**config.mk**
```make
export PLATFORM = sky130hd
export DESIGN_NAME = mmu_access_unit
export DESIGN_NICKNAME = d
export VERILOG_FILES = /design/src/rtl/mmu_access_unit_pkg.sv /design/src/rtl/mmu_access_unit_lane_align.sv /design/src/rtl/mmu_access_unit.sv
export SDC_FILE = /design/constraint.sdc
export NUM_CORES = 1
export LEC_CHECK = 0
export BUFFER_PORTS_ARGS = -buffer_cell sky130_fd_sc_hd__buf_2
export CAP_MARGIN = 20
export CELL_PAD_IN_SITES_DETAIL_PLACEMENT = 2
export CELL_PAD_IN_SITES_GLOBAL_PLACEMENT = 2
export CORE_MARGIN = 2
export CORE_UTILIZATION = 35
export DETAILED_ROUTE_END_ITERATION = 8
export PLACE_DENSITY = 0.95
export SYNTH_ARGS = -nofsm -noshare
export SYNTH_HDL_FRONTEND = slang
export SYNTH_HIERARCHICAL = 1
export SYNTH_SLANG_ARGS = --single-unit
export TNS_END_PERCENT = 5
```
**constraint.sdc**
```tcl
create_clock -name clk -period 3.62 [get_ports clk]
set_clock_uncertainty 0.05 [all_clocks]
set_input_delay 0.362 -clock clk [delete_from_list [all_inputs] [get_ports clk]]
set_output_delay 0.362 -clock clk [all_outputs]
set_load 0.005 [all_outputs]
```
**src/rtl/mmu_access_unit_pkg.sv**
```systemverilog
// Shared types for the memory access unit: access kinds, exception mask, bank map, FSM states.
package mmu_access_unit_pkg;

    localparam int unsigned XLEN   = 32;
    localparam int unsigned BANK_W = 4;

    localparam logic [BANK_W-1:0] MMU_BANK_INST = 4'h0;
    localparam logic [BANK_W-1:0] MMU_BANK_DATA = 4'h1;

    typedef enum logic [2:0] {
        MEM_ACCESS_BYTE   = 3'd0,
        MEM_ACCESS_BYTE_U = 3'd1,
        MEM_ACCESS_HALF   = 3'd2,
        MEM_ACCESS_HALF_U = 3'd3,
        MEM_ACCESS_WORD   = 3'd4
    } mem_access_t;

    typedef struct packed {
        logic illegal_write;
        logic misaligned;
        logic access_fault;
    } mem_exception_mask_t;

    typedef enum logic [1:0] {
        S_IDLE      = 2'd0,
        S_READ_WAIT = 2'd1,
        S_RMW_WAIT  = 2'd2
    } mmu_state_t;

    // Natural alignment check for the access size at the given byte lane.
    function automatic logic is_misaligned(mem_access_t access, logic [1:0] lane);
        case (access)
            MEM_ACCESS_HALF, MEM_ACCESS_HALF_U: return lane[0];
            MEM_ACCESS_WORD:                    return |lane;
            default:                            return 1'b0;
        endcase
    endfunction

endpackage

```
**src/rtl/mmu_access_unit_lane_align.sv**
```systemverilog
// Byte-lane alignment: load extraction/extension and sub-word store merge into a read word.
module mmu_lane_align
    import mmu_access_unit_pkg::*;
(
    input  logic [31:0] word,
    input  logic [1:0]  lane,
    input  mem_access_t access,
    input  logic [31:0] wr_data,
    output logic [31:0] load_data,
    output logic [31:0] store_data
);

    logic [7:0]  byte_sel;
    logic [15:0] half_sel;

    always_comb begin
        byte_sel = 8'(word >> {lane, 3'b000});
        half_sel = lane[1] ? word[31:16] : word[15:0];

        load_data = word;
        case (access)
            MEM_ACCESS_BYTE:   load_data = {{24{byte_sel[7]}}, byte_sel};
            MEM_ACCESS_BYTE_U: load_data = {24'h0, byte_sel};
            MEM_ACCESS_HALF:   load_data = {{16{half_sel[15]}}, half_sel};
            MEM_ACCESS_HALF_U: load_data = {16'h0, half_sel};
            default:           load_data = word;
        endcase

        // Unsigned kinds store exactly like their signed counterparts.
        store_data = word;
        case (access)
            MEM_ACCESS_BYTE, MEM_ACCESS_BYTE_U:
                store_data[{lane, 3'b000} +: 8] = wr_data[7:0];
            MEM_ACCESS_HALF, MEM_ACCESS_HALF_U: begin
                if (lane[1]) store_data[31:16] = wr_data[15:0];
                else         store_data[15:0]  = wr_data[15:0];
            end
            default:
                store_data = wr_data;
        endcase
    end

endmodule

```
**src/rtl/mmu_access_unit.sv**
```systemverilog
// Memory access unit: decodes/validates core requests and serves them from the banked SRAM.
module mmu_access_unit
    import mmu_access_unit_pkg::*;
#(
    parameter int unsigned ADDR_W        = 12,
    parameter bit          INST_WRITABLE = 1'b0
) (
    input  logic                clk,
    input  logic                rst,
    input  logic                req_valid,
    output logic                req_ready,
    input  logic [31:0]         req_addr,
    input  logic                req_wr_ena,
    input  logic [31:0]         req_wr_data,
    input  mem_access_t         req_access,
    output logic                rsp_valid,
    output logic [31:0]         rsp_rd_data,
    output mem_exception_mask_t rsp_exception,
    output logic                sram_cs,
    output logic                sram_bank,
    output logic [ADDR_W-1:0]   sram_addr,
    output logic                sram_wr_ena,
    output logic [31:0]         sram_wr_data,
    input  logic [31:0]         sram_rd_data
);

    localparam int unsigned LOW_BITS   = ADDR_W + 2;
    localparam logic [27:0] RANGE_MASK = ~28'((64'd1 << LOW_BITS) - 64'd1);

    mmu_state_t          state_q, state_d;
    logic [1:0]          lane_q;
    logic [ADDR_W-1:0]   word_addr_q;
    logic                bank_q;
    mem_access_t         access_q;
    logic [31:0]         wr_data_q;

    logic                capture_c;
    logic                rsp_valid_d;
    logic [31:0]         rsp_rd_data_d;
    mem_exception_mask_t rsp_exception_d;

    logic [3:0]          req_bank_c;
    mem_exception_mask_t exc_c;
    logic                fault_c;
    logic                cs_c, wr_ena_c;
    logic [31:0]         load_data_c, merge_data_c;

    // Request decode and fault detection; all fault bits are reported together.
    always_comb begin
        req_bank_c          = req_addr[31:28];
        exc_c.access_fault  = ((req_bank_c != MMU_BANK_INST) && (req_bank_c != MMU_BANK_DATA))
                              || (|(req_addr[27:0] & RANGE_MASK));
        exc_c.misaligned    = is_misaligned(req_access, req_addr[1:0]);
        exc_c.illegal_write = req_wr_ena && (req_bank_c == MMU_BANK_INST) && !INST_WRITABLE;
        fault_c             = exc_c.access_fault | exc_c.misaligned | exc_c.illegal_write;
    end

    mmu_lane_align u_lane_align (
        .word       (sram_rd_data),
        .lane       (lane_q),
        .access     (access_q),
        .wr_data    (wr_data_q),
        .load_data  (load_data_c),
        .store_data (merge_data_c)
    );

    assign req_ready = (state_q == S_IDLE);

    // Next-state, SRAM strobes and response next-values.
    always_comb begin
        state_d         = state_q;
        capture_c       = 1'b0;
        cs_c            = 1'b0;
        wr_ena_c        = 1'b0;
        sram_bank       = bank_q;
        sram_addr       = word_addr_q;
        sram_wr_data    = merge_data_c;
        rsp_valid_d     = 1'b0;
        rsp_rd_data_d   = rsp_rd_data;
        rsp_exception_d = rsp_exception;

        case (state_q)
            S_IDLE: begin
                if (req_valid) begin
                    capture_c = 1'b1;
                    sram_bank = (req_bank_c == MMU_BANK_DATA);
                    sram_addr = req_addr[LOW_BITS-1:2];
                    if (fault_c) begin
                        rsp_valid_d     = 1'b1;
                        rsp_rd_data_d   = 32'h0;
                        rsp_exception_d = exc_c;
                    end else if (!req_wr_ena) begin
                        cs_c    = 1'b1;
                        state_d = S_READ_WAIT;
                    end else if (req_access == MEM_ACCESS_WORD) begin
                        cs_c            = 1'b1;
                        wr_ena_c        = 1'b1;
                        sram_wr_data    = req_wr_data;
                        rsp_valid_d     = 1'b1;
                        rsp_rd_data_d   = 32'h0;
                        rsp_exception_d = '0;
                    end else begin
                        cs_c    = 1'b1;
                        state_d = S_RMW_WAIT;
                    end
                end
            end
            S_READ_WAIT: begin
                rsp_valid_d     = 1'b1;
                rsp_rd_data_d   = load_data_c;
                rsp_exception_d = '0;
                state_d         = S_IDLE;
            end
            S_RMW_WAIT: begin
                cs_c            = 1'b1;
                wr_ena_c        = 1'b1;
                rsp_valid_d     = 1'b1;
                rsp_rd_data_d   = 32'h0;
                rsp_exception_d = '0;
                state_d         = S_IDLE;
            end
            default: state_d = S_IDLE;
        endcase
    end

    // Reset kills the strobes immediately, aborting any pending merge write.
    assign sram_cs     = cs_c & rst;
    assign sram_wr_ena = wr_ena_c & rst;

    always_ff @(posedge clk or negedge rst) begin
        if (!rst) state_q <= S_IDLE;
        else      state_q <= state_d;
    end

    always_ff @(posedge clk or negedge rst) begin
        if (!rst) begin
            lane_q        <= 2'b00;
            word_addr_q   <= '0;
            bank_q        <= 1'b0;
            access_q      <= MEM_ACCESS_BYTE;
            wr_data_q     <= 32'h0;
            rsp_valid     <= 1'b0;
            rsp_rd_data   <= 32'h0;
            rsp_exception <= '0;
        end else begin
            if (capture_c) begin
                lane_q      <= req_addr[1:0];
                word_addr_q <= req_addr[LOW_BITS-1:2];
                bank_q      <= (req_bank_c == MMU_BANK_DATA);
                access_q    <= req_access;
                wr_data_q   <= req_wr_data;
            end
            rsp_valid     <= rsp_valid_d;
            rsp_rd_data   <= rsp_rd_data_d;
            rsp_exception <= rsp_exception_d;
        end
    end

endmodule

```
# [After elaboration in Yosys (flattened, before gate mapping)]
# Index checks and enable logic that the tools add are counted.
[op_classes] n_mux=44 n_bitwise=4 n_reduce_logical=18 shift=3 eq_ne=15 add_sub_neg=1
[ops] cell="32-bit two-way mux" n=9
[ops] cell="32-bit one-hot mux with 4 select lines" n=1
[ops] cell="32-bit one-hot mux with 3 select lines" n=1
[ops] cell="32-bit one-hot mux with 2 select lines" n=1
[ops] cell="16-bit two-way mux" n=3
[ops] cell="32-bit bitwise mux" n=1
[ops] cell="8-bit by 7-bit variable shift with 32-bit output, first input constant" n=1
[ops] cell="8-bit by 7-bit variable part select with 32-bit output" n=1
[ops] cell="32-bit by 5-bit right shift with 8-bit output" n=1
[ops] cell="12-bit two-way mux" n=2
[ops] cell="14-bit OR reduction" n=1
[ops] cell="3-bit by 2-bit equality test with 1-bit output, second input constant" n=4
[ops] cell="1-bit two-way mux" n=12
[ops] cell="3-bit two-way mux" n=4
[ops] cell="2-bit two-way mux" n=5
[ops] cell="2-bit OR reduction" n=5
[ops] cell="1-bit one-hot mux with 2 select lines" n=4
[ops] cell="4-bit AND reduction" n=2
[ops] cell="5-bit negator with 7-bit output" n=1
[ops] cell="3-bit by 1-bit inequality test with 1-bit output, second input constant" n=2
[ops] cell="3-bit one-hot mux with 2 select lines" n=1
[ops] cell="4-bit by 1-bit equality test with 1-bit output, second input constant" n=1
[ops] cell="4-bit zero test" n=1
[ops] cell="2-bit inequality test, second input constant" n=2
[ops] cell="16 further kinds" n=19
[totals] reg_bits=88 input_bits=103 out_inout_bits=84

# [Logic depth before layout (Yosys ltp)]
# Gate-level depths: netlist (run 1).
[logic_depth] depth_word=9 mapped_depth=9 mapped_depth_nobuf=6

# [Modules after synthesis]
# Netlist (run 1), hierarchy kept.
[modules_own_cells] module="mmu_access_unit" cells_per_inst=319 instances=1 area_per_inst_um2=4289.1 seq_area_each_um2=2202.1
[modules_own_cells] module="mmu_lane_align" cells_per_inst=296 instances=1 area_per_inst_um2=1981.9 seq_area_each_um2=0.0

# [Least setup slack after synthesis (run 1)]
# OpenSTA, ideal clock, no wires.
[synth_timing] path_type="register to output" start="register lane_q[1]" end="output port sram_wr_data[0]" path_stages_with_launch=10 slack_ps=1000 arrival_time_ps=2208 path_cell_list="dfrtp_1 buf_6 inv_2 buf_1 ha_1 nor4b_1 or3_1 buf_2 a22o_1 mux2_1"
[synth_via] elab_chain_len=9 word_cells_on_any_way=11
[synth_lines] element="start, declared" line_no="mmu_access_unit.sv:31" rtl="logic [1:0] lane_q;"
[synth_lines] element="start signal, assigned" line_no="mmu_access_unit.sv:147" rtl="lane_q <= req_addr[1:0];"
[synth_lines] element="5-bit negator with 7-bit output" line_no="mmu_access_unit_lane_align.sv:33" rtl="store_data[{lane, 3'b000} +: 8] = wr_data[7:0];"
[synth_lines] element="8-bit by 7-bit variable part select with 32-bit output or 8-bit by 7-bit variable shift with 32-bit output (tied branches)" line_no="mmu_access_unit_lane_align.sv:33"
[synth_lines] element="32-bit bitwise mux" line_no="mmu_access_unit_lane_align.sv:33"
[synth_lines] element="32-bit one-hot mux with 2 select lines *" line_no="mmu_access_unit_lane_align.sv:31" rtl="case (access)"
[synth_lines] element="via merge_data_c[0]" line_no="mmu_access_unit.sv:46" rtl="logic [31:0] load_data_c, merge_data_c;"
[synth_lines] element="32-bit two-way mux" line_no="mmu_access_unit.sv:95" rtl="end else if (req_access == MEM_ACCESS_WORD) begin"
[synth_lines] element="32-bit two-way mux" line_no="mmu_access_unit.sv:92" rtl="end else if (!req_wr_ena) begin"
[synth_lines] element="32-bit two-way mux" line_no="mmu_access_unit.sv:88" rtl="if (fault_c) begin"
[synth_lines] element="32-bit two-way mux" line_no="mmu_access_unit.sv:84" rtl="if (req_valid) begin"
[synth_lines] element="32-bit two-way mux *" line_no="mmu_access_unit.sv:82" rtl="case (state_q)"
[synth_lines] element="end, declared" line_no="mmu_access_unit.sv:23" rtl="output logic [31:0] sram_wr_data,"
# Mark *: on every way through the listed nets, which the timed path passes. The rest lies on a longest branch.

# [Worst setup path after layout (run 1)]
[layout_timing] start="register lane_q[1]" end="output port sram_wr_data[18]"
# Same word-level chain as after synthesis.

==> results of run 1 <==
==> repair_timing <==
action	CTS	global route
hold buffers	1	0
setup buffers	0	0
endpoints found under the hold margin	39	0
==> worst paths after layout <==
path / startpoint / endpoint / slack, ps / cells past startpoint
setup / recovery: lane_q[1]$_DFFE_PN0P_ / sram_wr_data[18] / 320 / 7
hold / removal: req_addr[9] / word_addr_q[7]$_DFFE_PN0P_ / 190 / 2
setup reg to reg: state_q[0]$_DFFE_PN0P_ / wr_data_q[25]$_DFFE_PN0P_ / 1090 / 5
hold reg to reg: rsp_exception[1]$_DFFE_PN0P_ / rsp_exception[1]$_DFFE_PN0P_ / 440 / 1
max in group asynchronous: rst / access_q[2]$_DFFE_PN0P_ / 1910 / 3
min in group asynchronous: rst / bank_q$_DFFE_PN0P_ / 510 / 2
==> report_power, final <==
group | internal [W] | switching [W] | leakage, nW
Sequential | 0.00104 | 0.0000708 | 1.11
Clock | 0.000561 | 0.000439 | 0.147
Combinational | 0.000365 | 0.000467 | 2.18
Total | 0.00197 | 0.000977 | 3.44
==> worst register-to-register path: stages (launching register included) <==
cell     delay, ps
dfrtp_1        410
inv_1           90
ha_1           320
nand2_2        550
buf_4          560
mux2_2         420
==> flip-flops by register name (all words and copies together), names as in the netlist <==
name           flops
state_q            2
bank_q             1
word_addr_q       12
lane_q             2
rsp_exception      3
access_q           3
wr_data_q         32
rsp_rd_data       32
rsp_valid          1
==> synthesized netlist by cell type, drive strengths merged, types with 10 or more instances <==
library cell | number | area (sq um)
a22o | 10 | 87.6
a21oi | 15 | 75.1
a22oi | 17 | 128
nand3 | 38 | 190
nor3b | 12 | 95.1
inv | 18 | 67.6
nand2 | 43 | 161
clkbuf | 19 | 72.6
a31oi | 24 | 165
o221ai | 11 | 96.3
mux2 | 108 | 1220
nor2b | 16 | 108
dfrtp | 88 | 2200
nor2 | 12 | 63.8
o21ai | 29 | 156
o2bb2ai | 32 | 343
buf | 35 | 249
==> area by class of cell <==
type	count	area share (%)
clock buffer	11	3.20
clock inverter	5	0.842
inverter	19	0.941
multi-input combinational	454	48.6
sequential	88	29.1
tap	225	3.71
timing repair buffer	199	13.6
==> layer usage <==
metal | share of wire (%) | vias to the layer above | wire length, microns
met2 | 50 | 232 | 12500
met4 | 3.0 | 0 | 753
li1 | - | 2640 | -
met1 | 40 | 2984 | 10000
met5 | 0 | - | 0
met3 | 6.5 | 45 | 1620
==> cells by family (layout without fill, tap and decap cells) <==
kind of cell	Yosys count	count (layout)	share of synthesized area [%]
flip-flops	88	88	35.1
AND/OR/NAND/NOR	156	156	14.2
multiplexers	113	113	20.3
buffers and inverters	73	234	6.26
AO/OA/AOI/OAI	176	176	22.4
adder cells (fa/ha/maj)	9	9	1.80
==> stage by stage <==
stage,hold slack (ps),total power (W)
global placement,343,0.00190
floorplan,16.4,0.00160
CTS,193,0.00295
global route,192,0.00307
detailed placement,345,0.00194
finish,194,0.00294
==> summary.md, run 1 <==
| Metric | Value |
|---|---|
| Most frequent cells in the layout | `185 x buf_2, 87 x dfrtp_1, 79 x mux2_2, 42 x nand2_1, 38 x nand3_1` |
| Fin cells | `1001` |
| Initial Util | `between 30% and 40%` |
| RSZ-0062 raised after global routing | `no` |
| Diode count | `0` |
| Layout cells sized above 1 | `41.9%` |
| Top Usage Layer GRT | `met2` |
| HP Class | `in -> reg` |
| DR pass1 iterations | `5` |
| Initial antenna violation count | `1` |
| Nets | `883` |
| Vias | `5901` |
| GRT Residual Overflow | `0` |
| CTS sink count | `88` |
| Port buffer count | `186` |
| Inst Count DP | `984` |
| Post-DP HPWL | `18.4 mm` |
| Ys async rst share | `100%` |
| Initial drt markers | `361` |
| Critical path's slowest cell | `a22oi_1` |
| M1 GR Usage | `roughly a third` |
| Crit path capture type | `primary output` |
| WL final | `24.9 mm` |
| CP Cell Sequence | `inv_2, ha_1, nor4b_1, a22oi_1, o21ai_0, mux2_1, buf_2` |
| GR Layer Usage met2 | `46.0%` |
| #FFs+latches synth | `88` |
| Crit path DAT | `2890 ps` |
| Commonest non-fill, non-tap cell in the layout | `buf_2` |
| Crit-path max FO | `21` |
| Layout fillers | `1889` |
| Worst-Margin Slew | `1080 ps` |
| Largest net degree at the start of global routing | `50` |
| H-tree depth | `3` |
| Routability cong. | `between 0.8 and 0.9` |
| Startpoint Class | `flip-flop` |
| Crit path kind | `reg -> out` |
| Number of synthesized flops with an enable pin | `0` |
| Met3 Resource Use GR | `under 10%` |
| Syn_nets | `a little over 700` |
| Top FF cell, synth | `dfrtp_1` |
| Sequential area share after synthesis | `between 30% and 40%` |
| CTS root buf | `clkbuf_16` |
| Family with the most delay on the worst path | `compound AO/OA/AOI/OAI gates` |
| GR Util All Layers | `26.7%` |
| Max Cap Viol | `0` |
| Area Growth Syn to Fin | `20.8%` |
| Worst slew margin | `between 20% and 30%` |
| First-pass GRT wire length | `38.0 mm` |
| Lkg Pwr | `roughly 3.4 nW` |
| Die ar. | `about 19000 sq um` |
| Clock buffer depth | `2` |
| Pins Over Slew Limit | `0` |
| Final min period | `3300 ps` |
| Synth cell types | `70` |
| Outcome | `finished, final reports clean` |
| Final WS setup | `about 320 ps` |
| Sum of negative setup slack | `0 ps` |
| WL/cell | `24.9 microns` |
| Placement Cell Area | `between 7000 and 8000 sq um` |
| Post-Syn Area | `~6300 sq um` |
| Endpoints failing setup | `0` |
| Area of the core | `roughly 17000 sq um` |
| Core Util, Final | `a little over two fifths` |
| Multi-input gate area | `around 3700 sq um` |
| Final Cell Area | `7580 sq um` |
| FMAX | `303 MHz` |
| Number of global-route vias before repair | `6333` |
| Place WS | `between 700 and 800 ps` |
| Post_cts resized | `0` |
| Pwr/cell area | `~390 nW/um^2` |
| WP data required | `3210 ps` |
| Syn_area_per_cell | `10.2 sq um` |
| Fin. Hold Viols | `0` |
| Final ANT Viol Nets | `0` |
| Final worst-path cycle share | `around nine tenths` |
| CTS tree | `yes` |
| I/O pin count | `187` |
| Synth warn | `6` |
| Die height | `between 100 and 150 microns` |
| DRC viols | `0` |
| Skew-Pair Late Insertion Delay | `360 ps` |
| Crit path buffers/inverters | `2` |
| DIE WIDTH | `138 microns` |
| Clock transition at path regs | `70 ps` |
| Worst vdd ir | `0.232 mV` |
| Total CTS buffers | `9` |
| Row count | `48` |
| Critical Path Max Stage Delay | `550 ps` |
| Via density | `between 5 and 6` |
| Register Area | `around 2200 sq um` |
| Cells after synthesis | `615` |
Power figures use the tool's default switching activity.
==> run 2, diff against run 1 <==
CORE_UTILIZATION = 29   (was 35)
PLACE_DENSITY = 0.88   (was 0.95)
clock period = 2.69 ns   (was 3.62 ns; I/O delays follow)
==> summary.md, run 2 (synthesized netlist as in run 1, its figures left out) <==
| Metric | Value |
|---|---|
| Hold Path End | `word_addr_q[11]$_DFFE_PN0P_` |
| Via density | `5.71` |
| Final min period | `2690 ps` |
| Failing checks | `negative setup slack` |
| Worst-Margin Slew | `roughly 650 ps` |
| RSZ-0062 raised after global routing | `yes` |
| CTS root buf | `clkbuf_16` |
| GRT Residual Overflow | `0` |
| Routability cong. | `0.856` |
| Area Growth Syn to Fin | `26.6%` |
| Sum of negative setup slack | `-0.819 ps` |
| Number of global-route vias before repair | `6339` |
| I/O pin count | `about 190` |
| Startpoint Class | `flip-flop` |
| Pins Over Slew Limit | `0` |
| Layout cells sized above 1 | `44.2%` |
| Final worst-path cycle share | `100%` |
| GR Util All Layers | `22.3%` |
| Fin. Hold Viols | `0` |
| Register Area | `2210 sq um` |
| CTS sink count | `88` |
| Pwr/cell area | `520 nW/um^2` |
| Die height | `151 microns` |
| Worst vdd ir | `0.434 mV` |
| Fin cells | `1064` |
| Endpoints failing setup | `1` |
| Area of the core | `21200 sq um` |
| WL final | `roughly 26 mm` |
| WL/cell | `between 20 and 25 microns` |
| Initial drt markers | `397` |
| Multi-input gate area | `around 3800 sq um` |
| DR pass1 iterations | `5` |
| Worst r2r src | `access_q[1]$_DFFE_PN0P_` |
| Total power | `0.00413 W` |
| Outcome | `complete, but fails checks` |
| Initial Util | `29.6%` |
| HP Class | `in -> reg` |
| Port buffer count | `approximately 190` |
| CTS tree | `yes` |
| Largest net degree at the start of global routing | `50` |
| Skew-Pair Late Insertion Delay | `350 ps` |
| Worst reg-to-reg path cell count | `7` |
| Lkg Pwr | `3.55 nW` |
| Die ar. | `22800 sq um` |
| Worst slew margin | `56.3%` |
| CP startpoint | `lane_q[0]$_DFFE_PN0P_` |
| Nets | `between 800 and 900` |
| Crit path capture type | `primary output` |
| Inst Count DP | `1046` |
| Worst r2r dst | `rsp_rd_data[19]$_DFFE_PN0P_` |
| Row count | `53` |
| Total CTS buffers | `9` |
| Clock buffer depth | `2` |
| DRC viols | `0` |
| Commonest non-fill, non-tap cell in the layout | `buf_2` |
| Largest regs | `rsp_rd_data: 32 flops, wr_data_q: 32 flops, word_addr_q: 12 flops` |
| Vias | `just over 6000` |
| Core Util, Final | `37.5%` |
| Worst hold path depth | `2` |
| Most frequent cells in the layout | `183 x buf_2, 87 x dfrtp_1, 78 x mux2_2, 41 x nand2_1, 38 x nand3_1` |
| Crit path kind | `reg -> out` |
| WP data required | `2370 ps` |
| Post-DP HPWL | `19.0 mm` |
| Diode count | `0` |
| Max Cap Viol | `0` |
| Final ANT Viol Nets | `0` |
| Crit-path max FO | `8` |
| FMAX | `372 MHz` |
| Initial antenna violation count | `0` |
| Hold Crit Start | `req_addr[13]` |
| Clock transition at path regs | `70 ps` |
| Crit path DAT | `2370 ps` |
| H-tree depth | `3` |
| Setup slack, reg-to-reg | `around 450 ps` |
| First-pass GRT wire length | `38.4 mm` |
| DIE WIDTH | `151 microns` |
| Final WS setup | `-0.819 ps` |
| Layout fillers | `2308` |
## run 2: report_power, final
part           switching (W)  internal [W]
logic               0.000655      0.000551
clock network       0.000580      0.000845
registers          0.0000963       0.00140
total                0.00133       0.00280
## run 2: timing repair
action,4_1_cts,5_1_grt
setup buffers,1,0
pin swaps,1,5
endpoints found under the setup margin,30,32
hold endpoints to repair,14,0
resized for setup,9,19
gates cloned,0,0
hold buffers,1,0
## run 2: layout make-up
cell class / instances / share of cell area [%]
Multi-Input combinational cell: 454 / 47.5
Sequential cell: 88 / 27.8
Clock inverter: 4 / 0.962
Clock buffer: 12 / 3.11
Inverter: 19 / 0.899
Tap cell: 275 / 4.34
Timing Repair Buffer: 212 / 15.4
## run 2: worst max-delay path by stage
| stage | endpoint | slack [ps] | cells past startpoint |
|---|---|---|---|
| after detailed placement | sram_wr_data[23] | -30 | 8 |
| final | sram_wr_data[3] | -0.8 | 7 |
| after global placement | sram_wr_data[23] | 160 | 8 |
| after CTS | sram_wr_data[27] | -70 | 7 |
| after global routing | sram_wr_data[3] | -60 | 7 |
| after floorplan | sram_wr_data[0] | 160 | 9 |
## run 2: critical path, stage by stage (launching register included)
cell	delay (ps)
dfrtp_1	420
inv_2	110
ha_4	330
nor4b_2	60
or3_4	410
a22o_1	290
mux2_1	280
buf_2	130
## run 2: layer usage
| layer | vias to the layer above | global-route usage [%] | wire length [microns] |
|---|---|---|---|
| met2 | 260 | 36.9 | 12300 |
| met5 | - | 0 | 0 |
| met3 | 55 | 5.00 | 1740 |
| met4 | 0 | 8.55 | 946 |
| li1 | 2659 | - | - |
| met1 | 3101 | 28.3 | 10900 |
## run 2: metrics by stage
stage	setup WS (ps)	hold WS, ps	cell area [sq um]
after floorplan	163	-76.6	6270
after global placement	163	105	7460
after detailed placement	-31.2	113	7460
after CTS	-74.6	99.0	7840
after global routing	-63.5	113	7940
final	-0.819	106	7940
==> run 3, diff against run 2 <==
CORE_MARGIN = not set   (was 2)
CTS_BUF_LIST = sky130_fd_sc_hd__clkbuf_4 sky130_fd_sc_hd__clkbuf_8 sky130_fd_sc_hd__clkbuf_16   (was not set)
==> summary.md, run 3 (synthesized netlist as in run 1, its figures left out) <==
| Metric | Value |
|---|---|
| Outcome | `complete, but fails checks` |
| Failing checks | `negative setup slack` |
| Place WS | `100 ps` |
| Port buffer count | `between 150 and 200` |
| Multi-input gate area | `3810 sq um` |
| Area of the core | `21100 sq um` |
| RSZ-0062 raised after global routing | `yes` |
| Worst-Margin Slew | `810 ps` |
| Worst slew margin | `a little under half` |
| Nets | `917` |
| Via density | `5.84` |
| WL final | `28.7 mm` |
| Pins Over Slew Limit | `0` |
| Initial Util | `29.7%` |
| Layout cells sized above 1 | `~47%` |
| Initial drt markers | `just under 400` |
| Setup slack, reg-to-reg | `about 310 ps` |
| Commonest non-fill, non-tap cell in the layout | `buf_2` |
| Number of global-route vias before repair | `6666` |
| CP startpoint | `lane_q[1]$_DFFE_PN0P_` |
| Top Usage Layer GRT | `met2` |
| Fin cells | `~1100` |
| GR Util All Layers | `24.1%` |
| First-pass GRT wire length | `40.2 mm` |
| Endpoints failing setup | `7` |
| Critical Path Max Stage Delay | `approximately 470 ps` |
| Vias | `roughly 6300` |
| Pwr/cell area | `540 nW/um^2` |
| Total CTS buffers | `9` |
| Post-DP HPWL | `19.1 mm` |
| DR pass1 iterations | `5` |
| Crit path DAT | `2400 ps` |
| Lkg Pwr | `3.66 nW` |
| WP data required | `2370 ps` |
| Die ar. | `approximately 22000 sq um` |
| CTS tree | `yes` |
| Largest net degree at the start of global routing | `between 50 and 60` |
| Worst r2r dst | `rsp_rd_data[8]$_DFFE_PN0P_` |
| Crit-path max FO | `8` |
| CTS sink count | `slightly below 90` |
| FMAX | `368 MHz` |
| Max Cap Viol | `0` |
| Largest regs | `rsp_rd_data: 32 flops, wr_data_q: 32 flops, word_addr_q: 12 flops` |
| Area Growth Syn to Fin | `29.8%` |
| Most frequent cells in the layout | `185 x buf_2, 86 x dfrtp_1, 79 x mux2_2, 41 x nand2_1, 41 x buf_4` |
| Die height | `149 microns` |
| Row count | `53` |
| Final min period | `2720 ps` |
| CP Cell Sequence | `clkinv_4, buf_6, ha_4, nor3b_4, a311o_1, a22o_1, mux2_4, buf_6` |
| Core Util, Final | `38.6%` |
| DRC viols | `0` |
| M1 GR Usage | `28.9%` |
| WL/cell | `26.5 microns` |
| Startpoint Class | `flip-flop` |
| GR Layer Usage met2 | `41.4%` |
| Initial antenna violation count | `1` |
| Crit path capture type | `primary output` |
| Inst Count DP | `1048` |
| Final WS setup | `-28.5 ps` |
| Clock transition at path regs | `70 ps` |
| Skew-Pair Late Insertion Delay | `about 360 ps` |
| H-tree depth | `3` |
| Crit path kind | `reg -> out` |
| Worst r2r src | `lane_q[0]$_DFFE_PN0P_` |
| Crit path to | `sram_wr_data[27]` |
| Cell repeated most along the worst path | `buf_6` |
| Final worst-path cycle share | `101%` |
| DIE WIDTH | `149 microns` |
| Critical path's slowest cell | `nor3b_4` |
| Register Area | `2200 sq um` |
| Clock buffer depth | `2` |
| Worst vdd ir | `0.364 mV` |
| HP Class | `in -> reg` |
| I/O pin count | `187` |
| Met3 Resource Use GR | `5.02%` |
| CTS root buf | `clkbuf_16` |
| GRT Residual Overflow | `0` |
| Fin. Hold Viols | `0` |
| Layout fillers | `2295` |
| Routability cong. | `0.850` |
| Worst reg-to-reg path cell count | `8` |
| Final ANT Viol Nets | `0` |
[run 3: cell type report]
class / instances / share of cell area, %
Inverter: 19 / 0.938
Clock buffer: 11 / 2.95
Sequential cell: 88 / 27.1
Timing Repair Buffer: 233 / 16.3
Tap cell: 275 / 4.23
Clock inverter: 5 / 1.58
Multi-Input combinational cell: 454 / 46.9
Antenna cell: 1 / 0.0307
[run 3: timing repair]
action,CTS,global route
buffers inserted,0,20
setup endpoints to repair,31,44
hold buffers,1,0
pin swaps,1,7
hold endpoints to repair,32,0
gates cloned,0,1
resized for setup,8,24
[run 3: how the worst min path moves through the flow]
stage	startpoint	endpoint	slack (ps)	cells after the start
2_1_floorplan	rst	access_q[0]$_DFFE_PN0P_	-80	0
3_5_place_dp	rst	word_addr_q[2]$_DFFE_PN0P_	340	2
6_report	req_addr[9]	word_addr_q[7]$_DFFE_PN0P_	100	2
5_1_grt	req_wr_data[14]	wr_data_q[14]$_DFFE_PN0P_	110	2
3_3_place_gp	rst	word_addr_q[2]$_DFFE_PN0P_	340	2
4_1_cts	req_addr[4]	word_addr_q[2]$_DFFE_PN0P_	100	2
[run 3: per-stage QoR]
step	cell area (sq um)	TNS (ps)	total power, W	hold slack (ps)
after global routing	8140	-595	0.00454	108
after detailed placement	7450	0	0.00263	341
after floorplan	6270	0	0.00216	-76.6
after global placement	7450	0	0.00258	338
final	8140	-101	0.00440	102
after CTS	7870	-89.0	0.00427	96.3
[run 3: routing by layer]
metal	vias to the layer above	wire length (microns)
met4	0	1180
met5	-	0
met1	3255	11500
met3	73	1860
li1	2706	-
met2	310	14100
[run 3: critical path, delay by kind of cell (launching register included)]
family	cells	cell delay, ps
flip-flops	1	420
adder cells (fa/ha/maj)	1	180
AND/OR/NAND/NOR	1	470
AO/OA/AOI/OAI	2	500
buffers and inverters	3	310
multiplexers	1	150
[run 3: power breakdown]
part | internal, W | switching [W] | leakage, nW | total, W
Sequential | 0.00140 | 0.0000998 | 1.11 | 0.00150
Clock | 0.00103 | 0.000588 | 0.181 | 0.00161
Combinational | 0.000568 | 0.000717 | 2.37 | 0.00128
